[src/rtl/ddr3_ctrl_pkg.sv]
// Shared types and helpers for the DDR3 closed-page command controller.
package ddr3_ctrl_pkg;

  // {cke, cs_n, ras_n, cas_n, we_n}
  typedef enum logic [4:0] {
    CMD_RESET = 5'b0_1111,
    CMD_NOP   = 5'b1_0111,
    CMD_ACT   = 5'b1_0011,
    CMD_RD    = 5'b1_0101,
    CMD_WR    = 5'b1_0100,
    CMD_PRE   = 5'b1_0010,
    CMD_REF   = 5'b1_0001,
    CMD_MRS   = 5'b1_0000
  } cmd_e;

  typedef enum logic [3:0] {
    ST_INIT_WAIT,
    ST_PREA,
    ST_RP_WAIT,
    ST_MRS0,
    ST_MRD_WAIT,
    ST_IDLE,
    ST_ACT,
    ST_RCD_WAIT,
    ST_RDWR,
    ST_RC_WAIT,
    ST_REF,
    ST_RFC_WAIT
  } state_e;

  localparam int unsigned A10 = 10;

  function automatic logic [4:0] cmd_bits(input cmd_e c);
    return c;
  endfunction

  function automatic logic [63:0] addr_field(input logic [63:0] a, input int unsigned lsb,
                                             input int unsigned w);
    return (a >> lsb) & ((64'd1 << w) - 64'd1);
  endfunction

  function automatic int unsigned tmax(input int unsigned a, input int unsigned b);
    return (a > b) ? a : b;
  endfunction

endpackage

[src/rtl/ddr3_strobe_delay.sv]
// Fixed-latency single-bit delay line used to time the data-strobe pulses.
module ddr3_strobe_delay #(
  parameter int unsigned DEPTH = 6
) (
  input  logic clk,
  input  logic reset,
  input  logic din,
  output logic dout
);

  logic [DEPTH-1:0] pipe;

  always_ff @(posedge clk or posedge reset) begin
    if (reset) begin
      pipe <= '0;
    end else begin
      pipe[0] <= din;
      for (int unsigned i = 1; i < DEPTH; i++) pipe[i] <= pipe[i-1];
    end
  end

  assign dout = pipe[DEPTH-1];

endmodule

[src/rtl/ddr3_cmd_ctrl.sv]
// Closed-page DDR3 command initiator: power-up, ACT -> RD/WR with auto-precharge,
// periodic refresh, and CL/CWL-timed data strobes.
module ddr3_cmd_ctrl
  import ddr3_ctrl_pkg::*;
#(
  parameter int unsigned    ROW_W   = 14,
  parameter int unsigned    COL_W   = 10,
  parameter int unsigned    BA_W    = 3,
  parameter int unsigned    T_INIT  = 500,
  parameter int unsigned    T_MRD   = 4,
  parameter int unsigned    T_RP    = 6,
  parameter int unsigned    T_RCD   = 6,
  parameter int unsigned    T_RC    = 20,
  parameter int unsigned    T_RFC   = 44,
  parameter int unsigned    T_REFI  = 3120,
  parameter int unsigned    CL      = 6,
  parameter int unsigned    CWL     = 5,
  parameter logic [ROW_W-1:0] MR0_VAL = 14'h0520
) (
  input  logic                        clk,
  input  logic                        reset,
  input  logic                        req_valid,
  output logic                        req_ready,
  input  logic                        req_write,
  input  logic [BA_W+ROW_W+COL_W-1:0] req_addr,
  output logic                        init_done,
  output logic                        cke,
  output logic                        cs_n,
  output logic                        ras_n,
  output logic                        cas_n,
  output logic                        we_n,
  output logic [BA_W-1:0]             ba,
  output logic [ROW_W-1:0]            addr,
  output logic                        wr_data_en,
  output logic                        rd_data_valid
);

  localparam int unsigned T_MAX  = tmax(tmax(tmax(T_INIT, T_RFC), tmax(T_RC, T_RCD)), tmax(T_RP, T_MRD));
  localparam int unsigned CNT_W  = $clog2(T_MAX) + 1;
  localparam int unsigned REFI_W = $clog2(T_REFI + 1);

  state_e              state, state_nxt;
  logic [CNT_W-1:0]    cnt, cnt_nxt;
  logic                cnt_done;
  logic [REFI_W-1:0]   refi_cnt;
  logic                refi_expire, refresh_pending;
  logic                handshake;
  logic                lat_write;
  logic [BA_W-1:0]     lat_bank, req_bank;
  logic [COL_W-1:0]    lat_col, req_col;
  logic [ROW_W-1:0]    req_row;
  cmd_e                cmd_nxt;
  logic [BA_W-1:0]     ba_nxt;
  logic [ROW_W-1:0]    addr_nxt;

  assign req_bank    = BA_W'(addr_field(64'(req_addr), ROW_W + COL_W, BA_W));
  assign req_row     = ROW_W'(addr_field(64'(req_addr), COL_W, ROW_W));
  assign req_col     = COL_W'(addr_field(64'(req_addr), 0, COL_W));
  assign cnt_done    = (cnt <= CNT_W'(1));
  assign refi_expire = init_done && (refi_cnt == REFI_W'(T_REFI - 1));
  assign req_ready   = (state == ST_IDLE) && !refresh_pending && !refi_expire;
  assign handshake   = req_valid && req_ready;

  always_ff @(posedge clk or posedge reset) begin
    if (reset) begin
      state                         <= ST_INIT_WAIT;
      cnt                           <= CNT_W'(T_INIT);
      {cke, cs_n, ras_n, cas_n, we_n} <= cmd_bits(CMD_RESET);
      ba                            <= '0;
      addr                          <= '0;
    end else begin
      state                         <= state_nxt;
      cnt                           <= cnt_nxt;
      {cke, cs_n, ras_n, cas_n, we_n} <= cmd_bits(cmd_nxt);
      ba                            <= ba_nxt;
      addr                          <= addr_nxt;
    end
  end

  always_comb begin
    state_nxt = state;
    unique case (state)
      ST_INIT_WAIT: if (cnt_done) state_nxt = ST_PREA;
      ST_PREA:      state_nxt = ST_RP_WAIT;
      ST_RP_WAIT:   if (cnt_done) state_nxt = ST_MRS0;
      ST_MRS0:      state_nxt = ST_MRD_WAIT;
      ST_MRD_WAIT:  if (cnt_done) state_nxt = ST_IDLE;
      ST_IDLE: begin
        if (refresh_pending || refi_expire) state_nxt = ST_REF;
        else if (handshake)                 state_nxt = ST_ACT;
      end
      ST_ACT:       state_nxt = ST_RCD_WAIT;
      ST_RCD_WAIT:  if (cnt_done) state_nxt = ST_RDWR;
      ST_RDWR:      state_nxt = ST_RC_WAIT;
      ST_RC_WAIT:   if (cnt_done) state_nxt = ST_IDLE;
      ST_REF:       state_nxt = ST_RFC_WAIT;
      ST_RFC_WAIT:  if (cnt_done) state_nxt = ST_IDLE;
      default:      state_nxt = ST_INIT_WAIT;
    endcase
  end

  // Counter is loaded as the command is issued and runs through the following wait
  // state, so each delay is measured from the command cycle itself.
  always_comb begin
    cnt_nxt = (cnt != '0) ? cnt - CNT_W'(1) : '0;
    if (state_nxt != state) begin
      unique case (state_nxt)
        ST_PREA: cnt_nxt = CNT_W'(T_RP);
        ST_MRS0: cnt_nxt = CNT_W'(T_MRD);
        ST_ACT:  cnt_nxt = CNT_W'(T_RCD);
        ST_RDWR: cnt_nxt = CNT_W'(T_RC - T_RCD);
        ST_REF:  cnt_nxt = CNT_W'(T_RFC);
        default: ;
      endcase
    end
  end

  always_comb begin
    cmd_nxt  = CMD_NOP;
    ba_nxt   = '0;
    addr_nxt = '0;
    unique case (state_nxt)
      ST_PREA: begin
        cmd_nxt       = CMD_PRE;
        addr_nxt[A10] = 1'b1;
      end
      ST_MRS0: begin
        cmd_nxt  = CMD_MRS;
        addr_nxt = MR0_VAL;
      end
      ST_ACT: begin
        cmd_nxt  = CMD_ACT;
        ba_nxt   = req_bank;
        addr_nxt = req_row;
      end
      ST_RDWR: begin
        cmd_nxt       = lat_write ? CMD_WR : CMD_RD;
        ba_nxt        = lat_bank;
        addr_nxt      = ROW_W'(lat_col);
        addr_nxt[A10] = 1'b1;
      end
      ST_REF:  cmd_nxt = CMD_REF;
      default: ;
    endcase
  end

  always_ff @(posedge clk or posedge reset) begin
    if (reset) begin
      init_done       <= 1'b0;
      refi_cnt        <= '0;
      refresh_pending <= 1'b0;
      lat_write       <= 1'b0;
      lat_bank        <= '0;
      lat_col         <= '0;
    end else begin
      if (state == ST_MRD_WAIT && state_nxt == ST_IDLE) init_done <= 1'b1;
      if (init_done)
        refi_cnt <= (refi_cnt == REFI_W'(T_REFI - 1)) ? '0 : refi_cnt + REFI_W'(1);
      // A single flag: an expiry while one refresh is already owed is absorbed.
      if (state_nxt == ST_REF) refresh_pending <= 1'b0;
      else if (refi_expire)    refresh_pending <= 1'b1;
      if (handshake) begin
        lat_write <= req_write;
        lat_bank  <= req_bank;
        lat_col   <= req_col;
      end
    end
  end

  ddr3_strobe_delay #(.DEPTH(CL)) u_rd_delay (
    .clk   (clk),
    .reset (reset),
    .din   (state == ST_RDWR && !lat_write),
    .dout  (rd_data_valid)
  );

  ddr3_strobe_delay #(.DEPTH(CWL)) u_wr_delay (
    .clk   (clk),
    .reset (reset),
    .din   (state == ST_RDWR && lat_write),
    .dout  (wr_data_en)
  );

endmodule

[config.mk]
export PLATFORM = sky130hd
export DESIGN_NAME = ddr3_cmd_ctrl
export DESIGN_NICKNAME = d
export VERILOG_FILES = /design/src/rtl/ddr3_ctrl_pkg.sv /design/src/rtl/ddr3_strobe_delay.sv /design/src/rtl/ddr3_cmd_ctrl.sv
export SDC_FILE = /design/constraint.sdc
export NUM_CORES = 1
export LEC_CHECK = 0
export CORE_MARGIN = 5
export CORE_UTILIZATION = 55
export CTS_CLUSTER_SIZE = 40
export DETAILED_ROUTE_END_ITERATION = 10
export HOLD_SLACK_MARGIN = 0.12
export PLACE_DENSITY_LB_ADDON = 0.3
export SLEW_MARGIN = 10
export SYNTH_ARGS = -nofsm -noshare
export SYNTH_HDL_FRONTEND = slang
export SYNTH_HIERARCHICAL = 1
export SYNTH_SLANG_ARGS = --single-unit
[constraint.sdc]
create_clock -name clk -period 5.51 [get_ports clk]
set_clock_uncertainty 0.1 [all_clocks]
set_input_delay 1.3775 -clock clk [delete_from_list [all_inputs] [get_ports clk]]
set_output_delay 1.3775 -clock clk [all_outputs]
set_load 0.02 [all_outputs]
==> results.md <==
- CP Data Arrival Time: 2.27 ns
- Gp weighted congestion: 0.745
- P_leak: 1.87 nW
- Initial antenna violation count: 0
- Tmin final: 3.75 ns
- IO Pins: 57
- Die Footprint: 7520 um^2
- Slowest CP cell: clkdlybuf4s50_1
- FMAX: 267 MHz
- Grt total ovfl: 0
- Post-Syn Instances: 266
- Most frequent cells in the layout: 65 x dfrtp_1, 56 x clkdlybuf4s50_1, 21 x nand2_1
- Reg area: 1890 um^2
- Worst Hold Class: reg -> reg
- Clock sink count: 75
- Vias: 2,157
- Buffers & Inverters on Critical Path: 2
- Worst skew pair latency: 0.34 ns
- Slew headroom: 0.230
- Seq/Total Area, Yosys: 0.583
- Final setup fails: 0
- Vias in the first global route: 2,116
- CP endpoint kind: primary output
- Post-cts gate resize count: 0
- Pwr/cell area: 314 nW/um^2
- Max-slew violation count: 0
- Worst path cell trace: ha_1 > and4_1 > a31oi_4 > nand2_1 > inv_1 > clkdlybuf4s50_1
- Fillers: 441
- Crit-path max cell delay: 0.59 ns
- R2r worst-path depth: 6
- Site Rows: 28
- Count of cell types in the netlist: 52
- Multi-input logic area: 1220 um^2
- Worst Hold Launch: u_rd_delay/pipe[3]
- CTS tree: built
- Worst-Margin Slew: 1.16 ns
- CP Class: reg -> out
- Die width: 86.7 um
- Register-to-register setup slack: 2.57 ns
- Worst-path fanout max: 8
- Most common cell after layout, fill and taps aside: dfrtp_1
- Critical R2R Launch: refi_cnt[0]
- # H-tree levels: 3
- Via density: 5.34
- Pin count of the biggest net entering global routing: 39
- Final nets: 359
- Core ar.: 5820 um^2
- Setup_tns: 0 ns
- Syn_area_per_cell: 12.2 um^2
- First-pass DRT Iterations: 4
- Post-Route WL: 6.12 mm
- Die H: 86.7 um
- Clock Tree Buf Depth: 2
- Largest delay share family, worst path: buffers and inverters
- Post-synth EDFFs: 0
- Top cells by area, synth: dfrtp_1 50%, dfstp_2 8.1%, mux2_4 4.6%
- Antenna Nets Post-Route: 0
- Post-CTS setup buffers: 0
- Detailed Place HPWL: 4.31 mm
- IO buf count: 56
- Initial Util: 0.557
- Hold_buf cts: 0
- Peak VDD IR: 0.194 mV
- Syn nets: 301
- Share of layout cells above drive strength 1: 0.143
- Worst r2r dst: lat_col[6]
- Area leader, netlist: dfrtp_1
- Root buffer cell: clkbuf_8
- Status: complete, no violations
- TritonCTS buffer count: 9
- Final period util: 0.680
- GRT Util Overall: 0.182
- Final instance area: 4060 um^2
- Crit start category: flop
- Main flop type after synthesis: dfrtp_1
- Count of state elements after synthesis: 75
- Hold EP: u_rd_delay/pipe[4]
- Routed WL per cell: 15.1 um
- Fin. Hold Viols: 0
- Starting DRT DRC Count: 143
- Area share of the largest cell type after synthesis: 0.502
- Post-DP Area: 3830 um^2
- Area delta synth->final: 25.3%
- Worst-path clk slew: 0.09 ns
- Worst Hold Depth: 0
- RSZ-0062 raised after global routing: no
- ANT cells: 0
- Syn Std Cell Area: 3240 um^2
- Synth warnings: 6
- First-pass GRT wire length: 10.5 mm
- Async S/R FF share, synth: 1.00
- Max cap viols: 0
- Critical Path RT: 4.03 ns
- DR DRC count: 0
## cell families (layout without fill, tap and decap cells)
kind of cell | count (synthesis) | in the layout | synth area share
and+or+nand+nor | 85 | 85 | 0.152
DFF | 75 | 75 | 0.583
AOI/OAI and AO/OA | 47 | 47 | 0.109
buffers and inverters | 25 | 88 | 0.0398
xor gates and xnor gates | 14 | 14 | 0.0379
muxes | 14 | 14 | 0.0603
adders and majority gates | 4 | 4 | 0.0155
other | 2 | 2 | 0.00232
## state kept, by name, summed over array words and instances (netlist names), 3 cells and up
register / count
u_rd_delay/pipe: 6
refi_cnt: 12
lat_bank: 3
cnt: 10
state: 4
ba: 3
addr: 14
u_wr_delay/pipe: 5
lat_col: 10
## worst register-to-register path, stage by stage, from the launching register on
cell     delay, ns
dfrtp_1       0.42
ha_1          0.24
and4_1        0.26
a31oi_4       0.25
and3_1        0.98
buf_4         0.30
mux2_4        0.30
## worst max path at each step
stage | slack [ns] | to | cells past startpoint | start
CTS | 1.75 | req_ready | 6 | refi_cnt[0]
global route | 1.60 | req_ready | 5 | state[0]
detailed placement | 1.83 | lat_col[6] | 4 | req_valid
global placement | 1.91 | lat_col[4] | 4 | req_valid
finish | 1.76 | req_ready | 6 | refi_cnt[0]
floorplan | 2.45 | addr[0] | 1 | reset
## cell usage after synthesis (all sizes together) (2+ instances only)
cell type / number
dfrtp: 65
nand2: 21
mux2: 14
inv: 13
a22o: 12
nor2: 12
and3: 11
dfstp: 10
a21oi: 9
o21ai: 9
xnor2: 7
xor2: 7
buf: 6
clkbuf: 6
nand3: 6
nor3: 6
and2: 5
ha: 4
nor4: 4
a21o: 3
nand2b: 3
nand3b: 3
nor2b: 3
a221o: 2
conb: 2
nand4: 2
o22ai: 2
o31ai: 2
or2: 2
## stage by stage
step	cells	hold slack [ns]	setup WS, ns	total power, mW	utilization
final	404	0.253	1.76	1.27	0.698
after floorplan	266	0.231	2.45	0.751	-
after global routing	404	0.259	1.60	1.34	0.698
after CTS	404	0.255	1.75	1.28	0.698
after global placement	388	0.233	1.91	0.807	0.659
after detailed placement	388	0.236	1.83	0.814	0.659
## power breakdown
part           switching (mW)  leakage, nW  internal (mW)
registers              0.0338        0.959          0.588
logic                  0.0854        0.802         0.0957
clock network           0.212        0.110          0.258
## metal layers
layer | wire length (um) | track usage | up-vias
met4 | 116 | 0.0822 | 0
li1 | - | - | 1043
met5 | 0 | 0 | -
met3 | 242 | 0.0352 | 10
met1 | 2750 | 0.248 | 1055
met2 | 3010 | 0.283 | 49
## final cells by class
type,instances,share of cell area
clock buffer,9,0.0305
clock inverter,7,0.0244
inverter,13,0.0120
multi-input combinational,166,0.301
sequential,75,0.466
tap,75,0.0231
timing repair buffer,59,0.144
No activity file was read; power rests on OpenSTA's default activity.
